### config.mk
export PLATFORM = sky130hd
export DESIGN_NAME = game_fsm
export DESIGN_NICKNAME = d
export VERILOG_FILES = /design/src/rtl/game_fsm.sv
export SDC_FILE = /design/constraint.sdc
export NUM_CORES = 1
export LEC_CHECK = 0
export BUFFER_PORTS_ARGS = -buffer_cell sky130_fd_sc_hd__buf_2
export CORE_UTILIZATION = 25
export CTS_BUF_LIST = sky130_fd_sc_hd__clkbuf_4
export DETAILED_ROUTE_END_ITERATION = 16
export RECOVER_POWER = 50
export SLEW_MARGIN = 20
export SYNTH_ARGS = -nofsm -noshare
export SYNTH_HDL_FRONTEND = slang
export SYNTH_SLANG_ARGS = --single-unit
### constraint.sdc
create_clock -name clk -period 2.54 [get_ports clk]
set_input_delay 0.508 -clock clk [delete_from_list [all_inputs] [get_ports clk]]
set_output_delay 0.508 -clock clk [all_outputs]
set_load 0.01 [all_outputs]
### src/rtl/game_fsm.sv
// game_fsm: START/PICK/GUESS/CHECK/RESULT/END sequencer for guess-who.
// Define GAME_FSM_CHECK_TIMEOUT_EN to let CHECK time out back to GUESS.
package vga_pkg;
  localparam logic [11:0] X_1_DIM = 12'd100;
  localparam logic [11:0] X_2_DIM = 12'd300;
  localparam logic [11:0] X_3_DIM = 12'd500;
  localparam logic [11:0] Y_1_DIM = 12'd50;
  localparam logic [11:0] Y_2_DIM = 12'd250;
  localparam logic [11:0] Y_3_DIM = 12'd450;
  localparam logic [11:0] A_side  = 12'd150;
  localparam logic [11:0] B_side  = 12'd150;
endpackage

module game_fsm
  import vga_pkg::*;
#(
  parameter int CHECK_TIMEOUT = 65_000_000,
  parameter int RESULT_HOLD   = 65_000_000,
  parameter int RST_PULSE     = 16
) (
  input  logic        clk,
  input  logic        rst,
  input  logic        start_btn,
  input  logic        reset_btn,
  input  logic        mouse_left,
  input  logic        mouse_right,
  input  logic [11:0] xpos,
  input  logic [11:0] ypos,
  input  logic [1:0]  resoult,
  input  logic        peer_reset,
  output logic [5:0]  state_bin,
  output logic [3:0]  your_person,
  output logic        rst_sys
);

  typedef enum logic [5:0] {
    S_START  = 6'b000001,
    S_GUESS  = 6'b000010,
    S_CHECK  = 6'b000100,
    S_RESULT = 6'b001000,
    S_END    = 6'b010000,
    S_PICK   = 6'b100000
  } state_t;

  localparam logic [31:0] CT_LAST = 32'(CHECK_TIMEOUT - 1);
  localparam logic [31:0] RH_LAST = 32'(RESULT_HOLD - 1);
  localparam logic [31:0] RP_LAST = 32'(RST_PULSE - 1);

  state_t      state_q;
  logic [3:0]  person_q;
  logic [31:0] cnt_q;
  logic [31:0] cnt_inc;
  logic [31:0] pcnt_q;
  logic        rst_sys_q;
  logic [1:0]  st_sync_q;
  logic [1:0]  rb_sync_q;
  logic        st_prev_q;
  logic        rb_prev_q;
  logic        ml_prev_q;
  logic        mr_prev_q;
  logic        start_edge;
  logic        reset_edge;
  logic        ml_edge;
  logic        mr_edge;
  logic        col_ok;
  logic        row_ok;
  logic [3:0]  col;
  logic [3:0]  row;
  logic        hit;
  logic [3:0]  tile;

  assign start_edge = st_sync_q[1] & ~st_prev_q;
  assign reset_edge = rb_sync_q[1] & ~rb_prev_q;
  assign ml_edge    = mouse_left & ~ml_prev_q;
  assign mr_edge    = mouse_right & ~mr_prev_q;
  assign cnt_inc    = (&cnt_q) ? cnt_q : cnt_q + 32'd1;

  assign state_bin   = state_q;
  assign your_person = person_q;
  assign rst_sys     = rst_sys_q;

`ifndef GAME_FSM_CHECK_TIMEOUT_EN
  logic unused_timeout;
  assign unused_timeout = ^CT_LAST;
`endif

  // Button synchronisers plus edge history for buttons and mouse.
  always_ff @(posedge clk) begin
    if (rst) begin
      st_sync_q <= '0;
      rb_sync_q <= '0;
      st_prev_q <= 1'b0;
      rb_prev_q <= 1'b0;
      ml_prev_q <= 1'b0;
      mr_prev_q <= 1'b0;
    end else begin
      st_sync_q <= {st_sync_q[0], start_btn};
      rb_sync_q <= {rb_sync_q[0], reset_btn};
      st_prev_q <= st_sync_q[1];
      rb_prev_q <= rb_sync_q[1];
      ml_prev_q <= mouse_left;
      mr_prev_q <= mouse_right;
    end
  end

  // Tile hit test: inclusive bounds, tile = 3*row + col + 1.
  always_comb begin
    col_ok = 1'b1;
    row_ok = 1'b1;
    col    = 4'd0;
    row    = 4'd0;
    unique case (1'b1)
      (xpos >= X_1_DIM && xpos <= X_1_DIM + A_side): col = 4'd0;
      (xpos >= X_2_DIM && xpos <= X_2_DIM + A_side): col = 4'd1;
      (xpos >= X_3_DIM && xpos <= X_3_DIM + A_side): col = 4'd2;
      default: col_ok = 1'b0;
    endcase
    unique case (1'b1)
      (ypos >= Y_1_DIM && ypos <= Y_1_DIM + B_side): row = 4'd0;
      (ypos >= Y_2_DIM && ypos <= Y_2_DIM + B_side): row = 4'd1;
      (ypos >= Y_3_DIM && ypos <= Y_3_DIM + B_side): row = 4'd2;
      default: row_ok = 1'b0;
    endcase
    hit  = col_ok & row_ok;
    tile = row * 4'd3 + col + 4'd1;
  end

  // Game state, chosen tile and the shared CHECK/RESULT counter.
  always_ff @(posedge clk) begin
    if (rst) begin
      state_q  <= S_START;
      person_q <= 4'd0;
      cnt_q    <= '0;
    end else if (peer_reset || reset_edge) begin
      state_q  <= S_START;
      person_q <= 4'd0;
      cnt_q    <= '0;
    end else begin
      if (state_q == S_CHECK || state_q == S_RESULT)
        cnt_q <= cnt_inc;
      else
        cnt_q <= '0;
      unique case (state_q)
        S_START: begin
          if (start_edge) begin
            state_q <= S_PICK;
            cnt_q   <= '0;
          end
        end
        S_PICK: begin
          if (ml_edge && hit) begin
            person_q <= tile;
            state_q  <= S_GUESS;
            cnt_q    <= '0;
          end
        end
        S_GUESS: begin
          if (resoult != 2'b00) begin
            state_q <= S_RESULT;
            cnt_q   <= '0;
          end else if (mr_edge && hit) begin
            state_q <= S_CHECK;
            cnt_q   <= '0;
          end
        end
        S_CHECK: begin
          if (resoult != 2'b00) begin
            state_q <= S_RESULT;
            cnt_q   <= '0;
          end
`ifdef GAME_FSM_CHECK_TIMEOUT_EN
          else if (cnt_q == CT_LAST) begin
            state_q <= S_GUESS;
            cnt_q   <= '0;
          end
`endif
        end
        S_RESULT: begin
          if (cnt_q == RH_LAST) begin
            state_q <= S_END;
            cnt_q   <= '0;
          end
        end
        S_END: begin
          if (start_edge) begin
            state_q  <= S_START;
            person_q <= 4'd0;
            cnt_q    <= '0;
          end
        end
        default: begin
          state_q <= S_START;
          cnt_q   <= '0;
        end
      endcase
    end
  end

  // Peer reset pulse; only a local button edge starts or restarts it.
  always_ff @(posedge clk) begin
    if (rst) begin
      rst_sys_q <= 1'b0;
      pcnt_q    <= '0;
    end else if (reset_edge) begin
      rst_sys_q <= 1'b1;
      pcnt_q    <= RP_LAST;
    end else if (pcnt_q != '0) begin
      pcnt_q    <= pcnt_q - 32'd1;
    end else begin
      rst_sys_q <= 1'b0;
    end
  end

endmodule
# ---- After elaboration in Yosys (flattened, before gate mapping)
# Index checks and enable logic that the tools add are counted.
dict set report op_classes {
  addsub 4
  multipliers 1
  order_cmp 12
  eq_ne 14
  n_mux 28
  bitwise 9
  n_reduce_logical 22
}
# cell n
set ops {}
lappend ops {{$mux W32} 8}
lappend ops {{$pmux W32 S5} 1}
lappend ops {{$mux W6} 7}
lappend ops {{$ge A12 B9 Y1 const B} 3}
lappend ops {{$pmux W6 S6} 1}
lappend ops {{$add A32 B1 Y32 const B} 1}
lappend ops {{$eq A32 B26 Y1 const B} 1}
lappend ops {{$reduce_and A32 Y1} 1}
lappend ops {{$reduce_bool A32 Y1} 1}
lappend ops {{$sub A32 B1 Y32 const B} 1}
lappend ops {{$le A12 B10 Y1 const B} 2}
lappend ops {{$le A12 B8 Y1 const B} 2}
lappend ops {{$le A12 B9 Y1 const B} 2}
lappend ops {{$mux W4} 4}
lappend ops {{$ge A12 B6 Y1 const B} 1}
lappend ops {{$ge A12 B7 Y1 const B} 1}
lappend ops {{$ge A12 B8 Y1 const B} 1}
lappend ops {{$logic_and A1 B1 Y1} 8}
lappend ops {{$ne A2 B2 Y1 const B} 4}
lappend ops {{$pmux W2 S2} 2}
lappend ops {{$pmux W4 S2} 1}
lappend ops {{$eq A6 B1 Y1 const B} 1}
lappend ops {{$eq A6 B2 Y1 const B} 1}
lappend ops {{$eq A6 B3 Y1 const B} 1}
lappend ops {{17 further kinds} 34}
dict set report totals {
  reg_bits 83
}

# ---- Depth between registers and ports, before layout
dict set report logic_depth {
  ltp_word 9
  depth_mapped 10
  depth_no_buf 10
}

# ---- Least setup slack after synthesis
# No wires, ideal clock.
dict set report synth_path {
  path_kind {input to register}
  start {input port ypos[2]}
  end {register person_q[3], in the netlist your_person[3]}
  setup_time_ns 0.122
  arrival_ns 2.593
  required_time_ns 2.418
  path_slack_ns -0.175
  path_stages 10
  path_cell_list {o41ai_1 > nand2_1 > a311o_1 > fa_1 > inv_1 > ha_1 > a21oi_1 > nor2b_1 > o21ai_0 > mux2i_1}
}
dict set report synth_between {
  elab_chain_cells 8
  elab_cells_between_ends 21
  cone_classes {add/sub (2); mul (1); order compare (6); eq/ne (1); mux (4); bitwise (1); reduce/logical (6)}
}
# element line
set synth_rtl {}
lappend synth_rtl {{start: declaration} 28} ;# input logic [11:0] ypos,
lappend synth_rtl {{$ge A12 B9 Y1, or another cell as far along} 121} ;# (ypos >= Y_3_DIM && ypos <= Y_3_DIM + B_side): row = 4'd2;
lappend synth_rtl {{$logic_and A1 B1 Y1, on equally long branches} {121, 119, 120}}
lappend synth_rtl {{$pmux W2 S2 or $reduce_or A3 Y1 (tied branches)} -}
lappend synth_rtl {{$mul A4 B2 Y4 or $mux W1 (tied branches)} {125, 118}}
lappend synth_rtl {{$add A4 B4 Y4 or $and A1 B1 Y1 (tied branches)} {125, 124}}
lappend synth_rtl {{$add A4 B1 Y4 or $logic_and A1 B1 Y1 (tied branches)} {125, 151}}
lappend synth_rtl {{$mux W4 or $ne A2 B2 Y1 (tied branches)} -}
lappend synth_rtl {{$pmux W4 S2 or $reduce_and A3 Y1 (tied branches)} -}
lappend synth_rtl {{end signal: assignment} 152} ;# person_q <= tile;
lappend synth_rtl {{end: declaration} 50} ;# logic [3:0] person_q;
# Parallel ways exist; a longest one is shown, timed or not. The select of a mux whose other input is x is not followed.
# A chain may end at the register's enable or synchronous reset.

# ---- Final worst setup path
dict set report layout_path {
  start {input port xpos[8]}
  end {register person_q[3], in the netlist your_person[3]}
}
dict set report layout_between {
  elab_chain_cells 8
  elab_cells_between_ends 20
  cone_classes {add/sub (2); order compare (6); eq/ne (1); mux (4); bitwise (1); reduce/logical (6)}
}
# element line
set layout_rtl {}
lappend layout_rtl {{start: declaration} 27} ;# input logic [11:0] xpos,
lappend layout_rtl {{branches (longest 8 deep; another with $ge A12 B9 Y1)} -}
# Parallel ways; which one is timed is not known. The select of a mux whose other input is x is not followed.

==> flow_summary.ini <==
[finish]
multiInputGateArea_sq_um = 2530
final_common_cell = nor2_1
nNetsFinal = 627
fin_area_sq_um = 5110
drive_gt1_share_pct = 16.8
fill_cells = 1798
area_growth_pct = 18.7
final-seq-area_sq_um = 1660
layout.cells.most_common_list = nor2_1, dfxtp_1, nand2_1

[grt]
antenna_found_initial = 1
grt_usage_pct = 10.7
grt_overflow = 0
grt_pass1_vias = 3504
grt_max_degree = 30
grt_pass1_wl_um = 16000

[place]
dp_hpwl_um = 6670
place_ws_ps = -339
placed_area_sq_um = 5020
gp_congestion = 0.824
numPortBuffers = 43

[logic_synthesis]
synthesis.yosys.warnings = 0
synth_seq_cells = 83
synth_nets = 551
synth_edf_count = 0
syn_area_sq_um = 4310
synthArstFlopShare_pct = 0
synth_ff_type = dfxtp_1
synth_cell_types = 53
synth_seq_area_share_pct = 38.6
syn_area_per_cell_sq_um = 8.45
syn_inst = 510

[routing]
drt_iter0_drc = 233
antenna_left = 0
drtPass1Iterations = 4
finalWirelength_um = 8910
drc = 0
wl_per_cell_um = 11.0
routed_via_density = 4.52
route.vias.total = 3672

[die]
num_io_pins = 44
row_count = 47
initial_core_util_pct = 25.8
dieWidth_um = 133
die_y_um = 133
die_area_sq_um = 17800
core-area_sq_um = 16700

[status]
status = complete, no violations

[setup_path]
crit_family = adder cells
crit_path_end_kind = flip-flop
critPathKind = in2reg
rrSetupSlack_ps = 240
r2r-start = pcnt_q[3]$_SDFFE_PP0P_
critPathBufInv = 2
crit_end = your_person[3]$_SDFFE_PP0P_
crit_fanout = 2
critPathSlowestCell = fa_1
critPathMaxStageDelay_ps = 590
reg2regPathDepth = 7
crit_chain = buf_2 > or4b_1 > a211oi_2 > o31ai_2 > fa_1 > inv_1 > ha_1 > a21oi_1 > nor2b_1 > o21ai_1 > mux2i_1
start_kind = input pin
crit_arrival_ps = 2750
crit_cells = 11
crit_start = xpos[8]
critPathRequiredTime_ps = 2870
timing.rr.end = pcnt_q[28]$_SDFFE_PP0P_

[hold_path]
hp-class = in2reg

[timing]
fin_crit_sh_pct = 95.3
final-hold-violation-count = 0
final-max-slew-violation-count = 0
setup_viol = 0
layout_setup_ws_ps = 120
max_freq_mhz = 413
skew_ps = 23.7
worst_slew_pin_slew_ps = 689
relSlewSlack_pct = 54.0
layout_min_cycle_time_ps = 2420
rsz0062_at_grt = no

[job]
drv_cap = 0

[clocking]
cts_setup_buffers = 0
clock_latency_ps = 420
clock_path_buffers = 2
cts_tree = done
htree_num_levels = 3
cts.sinks = 83
clk_pin_slew_ps = 150
post_cts_resize_count = 0
cts_buffers = 9
cts_root_buf = clkbuf_4
hold_buffers = 0

[pwr]
p_leak_nw = 1.92
max-vdd-ir-drop_uv = 286
power.density_nw_per_um2 = 792
synth_stat cells, drive strengths merged (9+ instances only):
library cell  instances  area share (%)
nor2                 94             8.2
dfxtp                83              39
nand2                43             3.8
xor2                 38             7.7
nand3                21             2.6
xnor2                21             4.3
nor4                 17             3.8
a21oi                16             1.9
nand4                15             2.3
nor3                 15             2.1
inv                  14             1.2
and3                 13             1.9
nor2b                13             1.9
clkbuf                9            0.78
worst reg2reg max path, stage by stage, from the launching register on:
cell and delay, ps:
dfxtp_1 380, nor4_1 400, nand2_1 210, or4_1 640, nand3_1 220, or4_1 160
xor2_1 140, nor2_1 50
cell families (layout without fill, tap and decap cells):
| family | after synthesis | count (layout) | synth area share [%] |
|---|---|---|---|
| AO/OA/AOI/OAI | 51 | 51 | 8.66 |
| XOR/XNOR | 59 | 59 | 12.0 |
| adder cells (fa/ha/maj) | 8 | 8 | 2.67 |
| buffers and inverters | 28 | 109 | 2.58 |
| flip-flops | 83 | 83 | 38.6 |
| multiplexers | 7 | 7 | 1.68 |
| other | 0 | 1 | 0 |
| AND/OR/NAND/NOR | 274 | 274 | 33.8 |
layout make-up:
class	instances	share of cell area [%]
clock inverter	6	1.27
antenna	1	0.0489
multi-input combinational	399	49.5
sequential	83	32.5
inverter	14	1.03
tap	220	5.38
timing repair buffer	79	8.84
clock buffer	10	1.47
report_power, final:
part | leakage [nW] | internal, mW | total [mW] | switching (mW)
clock network | 0.0768 | 0.313 | 0.773 | 0.459
registers | 0.674 | 1.51 | 1.69 | 0.186
logic | 1.17 | 0.683 | 1.58 | 0.902
flip-flops by register name, indices dropped and copies added (netlist names):
| register | cells |
|---|---|
| pcnt_q | 32 |
| cnt_q | 32 |
| st_sync_q | 2 |
| rst_sys | 1 |
| state_bin | 6 |
| your_person | 4 |
| rb_prev_q | 1 |
| mr_prev_q | 1 |
| st_prev_q | 1 |
| ml_prev_q | 1 |
| rb_sync_q | 2 |
routing by layer:
metal  wire (um)  global-route usage (%)  share of wire (%)  vias up
met5           0                       0                  0        -
met4         136                    4.17                1.5        0
met3         173                    1.60                1.9        9
met2        4080                    17.4                 46       37
met1        4520                    14.1                 51     1681
li1            -                       -                  -     1945
how the worst min path moves through the flow:
stage | from | slack (ps) | cells past startpoint | to
2_1_floorplan | rb_sync_q[0]$_SDFF_PP0_ | 410 | 1 | rb_sync_q[1]$_SDFF_PP0_
3_3_place_gp | rb_sync_q[0]$_SDFF_PP0_ | 420 | 1 | rb_sync_q[1]$_SDFF_PP0_
3_5_place_dp | rb_sync_q[0]$_SDFF_PP0_ | 420 | 1 | rb_sync_q[1]$_SDFF_PP0_
4_1_cts | reset_btn | 260 | 2 | rb_sync_q[0]$_SDFF_PP0_
5_1_grt | reset_btn | 270 | 2 | rb_sync_q[0]$_SDFF_PP0_
6_report | reset_btn | 290 | 2 | rb_sync_q[0]$_SDFF_PP0_
metrics by stage:
stage,power (mW),std cells,util [%],TNS (ps),hold slack [ps]
finish,4.05,812,30.6,0,291
global route,4.40,812,30.6,0,265
CTS,4.14,811,30.9,0,262
detailed placement,3.35,795,30.1,-810,424
global placement,3.33,795,30.1,-694,420
floorplan,2.98,510,-,-181,414
Note: power is estimated with default switching activity, not from simulation.
